===== src/rtl/vga_pkg.sv =====
// Shared display constants, overlay FSM state type and the double-dabble
// nibble-correction helper.
package vga_pkg;

   localparam int H_ACTIVE   = 640;
   localparam int V_ACTIVE   = 480;
   localparam int DIGIT_W    = 16;
   localparam int DIGIT_H    = 16;
   localparam int NUM_DIGITS = 4;
   localparam int BCD_W      = 4 * NUM_DIGITS;

   typedef enum logic [1:0] {
      IDLE,
      LOAD,
      SHIFT,
      DONE
   } ovl_state_t;

   // Add 3 to every BCD nibble that is 5 or more, so the following left shift carries correctly.
   function automatic logic [BCD_W-1:0] dd_adjust(input logic [BCD_W-1:0] bcd);
      logic [BCD_W-1:0] res;
      res = bcd;
      for (int i = 0; i < NUM_DIGITS; i++) begin
         if (bcd[4*i +: 4] >= 4'd5) begin
            res[4*i +: 4] = bcd[4*i +: 4] + 4'd3;
         end
      end
      return res;
   endfunction

endpackage


===== src/rtl/digit_font_rom.sv =====
// 8x8 glyphs for the decimal digits; row 0 is the top line and bit 7 the
// leftmost pixel. Codes 10-15 draw nothing.
module digit_font_rom (
   input  logic [3:0] digit,
   input  logic [2:0] glyph_row,
   output logic [7:0] row_bits
);

   logic [63:0] glyph;
   logic [5:0]  base;

   always_comb begin
      glyph = 64'h0;
      case (digit)
         4'd0: glyph = 64'h3C666E7666663C00;
         4'd1: glyph = 64'h1838181818187E00;
         4'd2: glyph = 64'h3C66060C30607E00;
         4'd3: glyph = 64'h3C66061C06663C00;
         4'd4: glyph = 64'h0C1C3C6C7E0C0C00;
         4'd5: glyph = 64'h7E607C0606663C00;
         4'd6: glyph = 64'h3C607C6666663C00;
         4'd7: glyph = 64'h7E060C1830303000;
         4'd8: glyph = 64'h3C66663C66663C00;
         4'd9: glyph = 64'h3C66663E060C3800;
         default: glyph = 64'h0;
      endcase
   end

   // Top glyph row sits in the most significant byte.
   assign base     = {3'd7 - glyph_row, 3'b000};
   assign row_bits = glyph[base +: 8];

endmodule


===== src/rtl/score_overlay.sv =====
// Converts the score to BCD once per frame during vertical blanking and draws
// the four digits as a 2x-scaled box over the incoming pixel stream.
module score_overlay
   import vga_pkg::*;
#(
   parameter int X0       = 8,
   parameter int Y0       = 8,
   parameter int TRIG_ROW = V_ACTIVE
) (
   input  logic       clk,
   input  logic       reset,
   input  logic [9:0] score,
   input  logic [9:0] row,
   input  logic [9:0] col,
   input  logic       R_in,
   input  logic       G_in,
   input  logic       B_in,
   output logic       R_out,
   output logic       G_out,
   output logic       B_out,
   output logic       busy
);

   ovl_state_t       state_q, state_d;
   logic             trig_q, trig_d;
   logic [9:0]       bin_q, bin_d;
   logic [BCD_W-1:0] bcd_q, bcd_d;
   logic [3:0]       count_q, count_d;
   logic [3:0]       dig_q [NUM_DIGITS];
   logic [3:0]       dig_d [NUM_DIGITS];

   logic [NUM_DIGITS-1:0] zero_run;
   logic [NUM_DIGITS-1:0] blank;

   always_ff @(posedge clk or posedge reset) begin
      if (reset) begin
         state_q <= IDLE;
         trig_q  <= 1'b0;
         bin_q   <= '0;
         bcd_q   <= '0;
         count_q <= '0;
      end else begin
         state_q <= state_d;
         trig_q  <= trig_d;
         bin_q   <= bin_d;
         bcd_q   <= bcd_d;
         count_q <= count_d;
      end
   end

   always_comb begin
      state_d = state_q;
      bin_d   = bin_q;
      bcd_d   = bcd_q;
      count_d = count_q;
      trig_d  = (row == 10'(TRIG_ROW)) && (col == 10'd0);
      case (state_q)
         IDLE: begin
            // Only the rising edge starts a conversion, however long row/col hold.
            if (trig_d && !trig_q) begin
               state_d = LOAD;
            end
         end
         LOAD: begin
            bin_d   = score;
            bcd_d   = '0;
            count_d = '0;
            state_d = SHIFT;
         end
         SHIFT: begin
            {bcd_d, bin_d} = {dd_adjust(bcd_q), bin_q} << 1;
            count_d        = count_q + 4'd1;
            if (count_q == 4'd9) begin
               state_d = DONE;
            end
         end
         DONE: begin
            state_d = IDLE;
         end
         default: begin
            state_d = IDLE;
         end
      endcase
   end

   assign busy = (state_q != IDLE);

   // Digit 0 is the thousands digit; display registers only move in DONE.
   genvar gi;
   generate
      for (gi = 0; gi < NUM_DIGITS; gi++) begin : g_digit
         assign dig_d[gi] = (state_q == DONE) ? bcd_q[BCD_W-1-4*gi -: 4] : dig_q[gi];

         always_ff @(posedge clk or posedge reset) begin
            if (reset) begin
               dig_q[gi] <= 4'd0;
            end else begin
               dig_q[gi] <= dig_d[gi];
            end
         end

         if (gi == 0) begin : g_first
            assign zero_run[gi] = (dig_q[gi] == 4'd0);
         end else begin : g_rest
            assign zero_run[gi] = zero_run[gi-1] && (dig_q[gi] == 4'd0);
         end
      end
   endgenerate

   // The units digit always shows, even when the whole score is zero.
   assign blank = zero_run & {1'b0, {(NUM_DIGITS-1){1'b1}}};

   logic [9:0] rel_x, rel_y;
   logic       in_region;
   logic [1:0] di;
   logic [2:0] glyph_row, glyph_col;
   logic [3:0] cur_dig;
   logic [7:0] glyph_bits;
   logic       pix_on;

   assign rel_x     = col - 10'(X0);
   assign rel_y     = row - 10'(Y0);
   assign in_region = (col >= 10'(X0)) && (row >= 10'(Y0)) &&
                      (rel_x < 10'(DIGIT_W * NUM_DIGITS)) && (rel_y < 10'(DIGIT_H));
   assign di        = rel_x[5:4];
   assign glyph_row = rel_y[3:1];
   assign glyph_col = rel_x[3:1];
   assign cur_dig   = dig_q[di];

   digit_font_rom u_font (
      .digit     (cur_dig),
      .glyph_row (glyph_row),
      .row_bits  (glyph_bits)
   );

   assign pix_on = glyph_bits[3'd7 - glyph_col] && !blank[di];

   always_comb begin
      {R_out, G_out, B_out} = {R_in, G_in, B_in};
      if (in_region) begin
         {R_out, G_out, B_out} = pix_on ? 3'b111 : 3'b000;
      end
   end

endmodule

===== config.mk =====
export PLATFORM = sky130hd
export DESIGN_NAME = score_overlay
export DESIGN_NICKNAME = d
export VERILOG_FILES = /design/src/rtl/vga_pkg.sv /design/src/rtl/digit_font_rom.sv /design/src/rtl/score_overlay.sv
export SDC_FILE = /design/constraint.sdc
export NUM_CORES = 1
export LEC_CHECK = 0
export ABC_AREA = 1
export CORE_MARGIN = 2
export CORE_UTILIZATION = 58
export CTS_BUF_LIST = sky130_fd_sc_hd__clkbuf_8 sky130_fd_sc_hd__clkbuf_16
export DETAILED_ROUTE_END_ITERATION = 8
export GPL_TIMING_DRIVEN = 0
export PLACE_DENSITY = 0.81
export RECOVER_POWER = 50
export SETUP_SLACK_MARGIN = 0.3
export SYNTH_ARGS = -nofsm -noshare
export SYNTH_HDL_FRONTEND = slang
export SYNTH_SLANG_ARGS = --single-unit

===== constraint.sdc =====
create_clock -name clk -period 3.2 [get_ports clk]
set_input_delay 0.32 -clock clk [delete_from_list [all_inputs] [get_ports clk]]
set_output_delay 0.32 -clock clk [all_outputs]
set_load 0.01 [all_outputs]

==> impl_metrics.tcl <==
set metrics [dict create \
    clk_latency_ns 0.30 \
    first_global_vias 3640 \
    yosys-top-cells-area "dfrtp_1, nand2_1, nand3_1, inv_1, ha_1" \
    num-nets-final 647 \
    maxSlewViolCount 0 \
    core_um2 6240 \
    maxCapViolations 0 \
    critPathMaxStageDelay_ns 0.31 \
    async_reset_ff_share_pct 100 \
    outcome "finished, final reports clean" \
    clkSinkCount 49 \
    antenna_found_initial 0 \
    required_ns 2.88 \
    critPathKind "in2out" \
    grt_max_degree 28 \
    finalSetupViolCount 0 \
    synthesis.nets 596 \
    worstPathCellList "buf_8 > inv_6 > ha_4 > buf_8 > nand2_2 > nand2_2 > nand2_2 > nand2_4 > ha_4 > inv_6 > nand2_8 > nand2_1 > nand2_1 > nand3_1 > nand3_2 > nand2_1 > nand3_1 > nand3_1 > nand2_1 > nand3_2 > nand2_1 > buf_2" \
    cts_tree "done" \
    critPathSlowestCell "ha_4" \
    grt_usage_pct 26.9 \
    min_path_type "in2reg" \
    synth_top_area_share_pct 33.2 \
    vias 3732 \
    drt-initial-drc-count 185 \
    htreeDepth 2 \
    finClkSkew_ns 0.00738 \
    pre_cts_ws_ns -0.832 \
    rsz0062_at_grt "yes" \
    synth_edf_count 0 \
    grt_pass1_wl_um 15800 \
    rows 29 \
    postSynthCellCount 540 \
    cts_hold_buf 0 \
    ys_warn_count 0 \
    drt-met1-wl_um 3720 \
    ys.flop_type "dfrtp_1" \
    synth_top_area_cell "dfrtp_1" \
    cts_root_buffer "clkbuf_8" \
    viasPerCell 5.59 \
    crit_path_end_kind "output port" \
    dpl.hpwl_um 6790 \
    critical-path-top-delay-family "simple AND/OR/NAND/NOR gates" \
    worst_pin_slew_ns 1.41 \
    synth_seq_area_share_pct 33.2 \
    fin_util_pct 73.8 \
    cpMostUsedCell "nand2_1" \
    ant_nets 0 \
    cp_max_fo 6 \
    wl_met3_um 329 \
    cts_buffer_depth 2 \
    drive_gt1_share_pct 16.9 \
    cts_buffers 5 \
    start_util_pct 59.2 \
    portBuffers 37 \
    worst_slack_ns 0.345 \
    grt_overflow 0 \
    die_h_um 83.8 \
    slew_headroom_pct 6.09 \
    routabilityCongestion 0.994 \
    syn_area_per_cell_um2 6.84 \
    dp_cells 655 \
    cp_num_buf_inv 5 \
    ys_top_cells_by_count "nand2_1, inv_1, nand3_1, dfrtp_1, o21ai_0" \
    top_layer "met4" \
    die_area_um2 7020 \
    power_leakage_nw 2.16 \
    wl_per_cell_um 13.8 \
    synth_area_um2 3690 \
    antennaDiodeCount 0 \
    holdWs_ns 0.351 \
    clkTransAtPathRegs_ns 0.08 \
    finalCritPeriodShare_pct 89.2 \
    area_delta_synth_final_pct 24.7 \
    period_minus_slack_ns 2.86 \
    synthDistinctLibCells 34 \
    yosysMostFrequentCell "nand2_1" \
    drcViolationCount 0 \
    synth_seq_cells 49 \
    instances_no_fill 668 \
    wl_met2_um 4750 \
    hold_viol_final 0 \
    cp.arrival_ns 2.54 \
    die_x_um 83.8 \
    ioPinCount 39 \
    routed_wl_um 9200 \
    drt_pre_antenna_iters 7 \
    vdd_drop_max_uv 536 \
    fmax_ghz 0.350 \
    start_kind "input pin" \
    p_per_area_nw_per_um2 572 \
]
-- cells in the final DEF, fill, tap and decap left out, types with 11 or more instances in the layout --
cell	instances
nor2_1	30
clkdlybuf4s50_1	29
nand2_1	128
ha_1	16
o21ai_0	37
nand3_1	50
nand4_1	11
dfrtp_1	49
nand2_4	16
a21oi_1	13
nand2_2	21
inv_1	71
-- worst register-to-register path: stages, from the launching register on --
cell and delay (ns):
dfrtp_1 0.39, inv_1 0.10, ha_1 0.25, nand2_1 0.20, inv_1 0.17, clkbuf_1 0.41
nand3_1 0.15, o21ai_0 0.11
-- report_power, final --
| part | total (W) | internal, W | switching [W] |
|---|---|---|---|
| Combinational | 0.00144 | 0.000514 | 0.000922 |
| Sequential | 0.000836 | 0.000766 | 0.0000699 |
| Clock | 0.000361 | 0.000169 | 0.000192 |
-- state kept, by name, summed over array words and instances (netlist names) --
name     cells
trig_q       1
bin_q       10
bcd_q       16
count_q      4
dig_q       16
state_q      2
-- layout make-up --
class	count	area, µm²
well taps	77	96.3
flip-flops and latches	49	1230
repair buffers	44	415
inverters	83	328
clock buffers	6	82.6
multi-input cells	394	2380
fillers	471	1640
clock inverters	1	3.75
plain buffers	14	75.1
-- layer usage --
metal / track usage (%) / vias up
li1: - / 1866
met2: 48.3 / 117
met5: 0 / -
met1: 31.9 / 1706
met3: 3.07 / 43
met4: 13.0 / 0
-- path summary, 6_finish.rpt --
| path | slack, ns | end | cells past startpoint | start |
|---|---|---|---|---|
| max | 0.34 | G_out | 22 | col[3] |
| min | 0.35 | trig_q$_DFF_PP0_ | 4 | col[3] |
| max reg2reg | 1.33 | bcd_q[10]$_DFFE_PP0P_ | 7 | state_q[0]$_DFFE_PP0P_ |
| min reg2reg | 0.51 | dig_q[13]$_DFFE_PP0N_ | 2 | bcd_q[13]$_DFFE_PP0P_ |
| max in group asynchronous | 0.79 | dig_q[13]$_DFFE_PP0N_ | 3 | reset |
| min in group asynchronous | 0.63 | count_q[3]$_DFFE_PP0P_ | 2 | reset |
-- cell families after synthesis --
group                    after synthesis  share of synthesized area (%)
XOR/XNOR                               7                           1.66
AO/OA/AOI/OAI                         82                           13.4
adder cells (fa/ha/maj)               21                           7.12
flip-flops                            49                           33.2
buffers and inverters                 97                           10.4
AND/OR/NAND/NOR                      284                           34.3
-- per-stage QoR --
| step | cell area, µm² | setup TNS (ns) | power (W) |
|---|---|---|---|
| 3_5_place_dp | 4180 | -2.49 | 0.00208 |
| 2_1_floorplan | 3690 | 0 | 0.00174 |
| 6_report | 4600 | 0 | 0.00263 |
| 5_1_grt | 4600 | 0 | 0.00285 |
| 3_3_place_gp | 4160 | -2.41 | 0.00205 |
| 4_1_cts | 4420 | 0 | 0.00253 |
-- timing repair --
| item | in CTS | in global routing |
|---|---|---|
| pin swaps | 16 | 33 |
| gates resized for setup | 59 | 49 |
| setup endpoints to repair | 3 | 3 |
| cloned | 1 | 0 |
| setup buffers | 3 | 2 |
(Power assumes the default switching activity.)
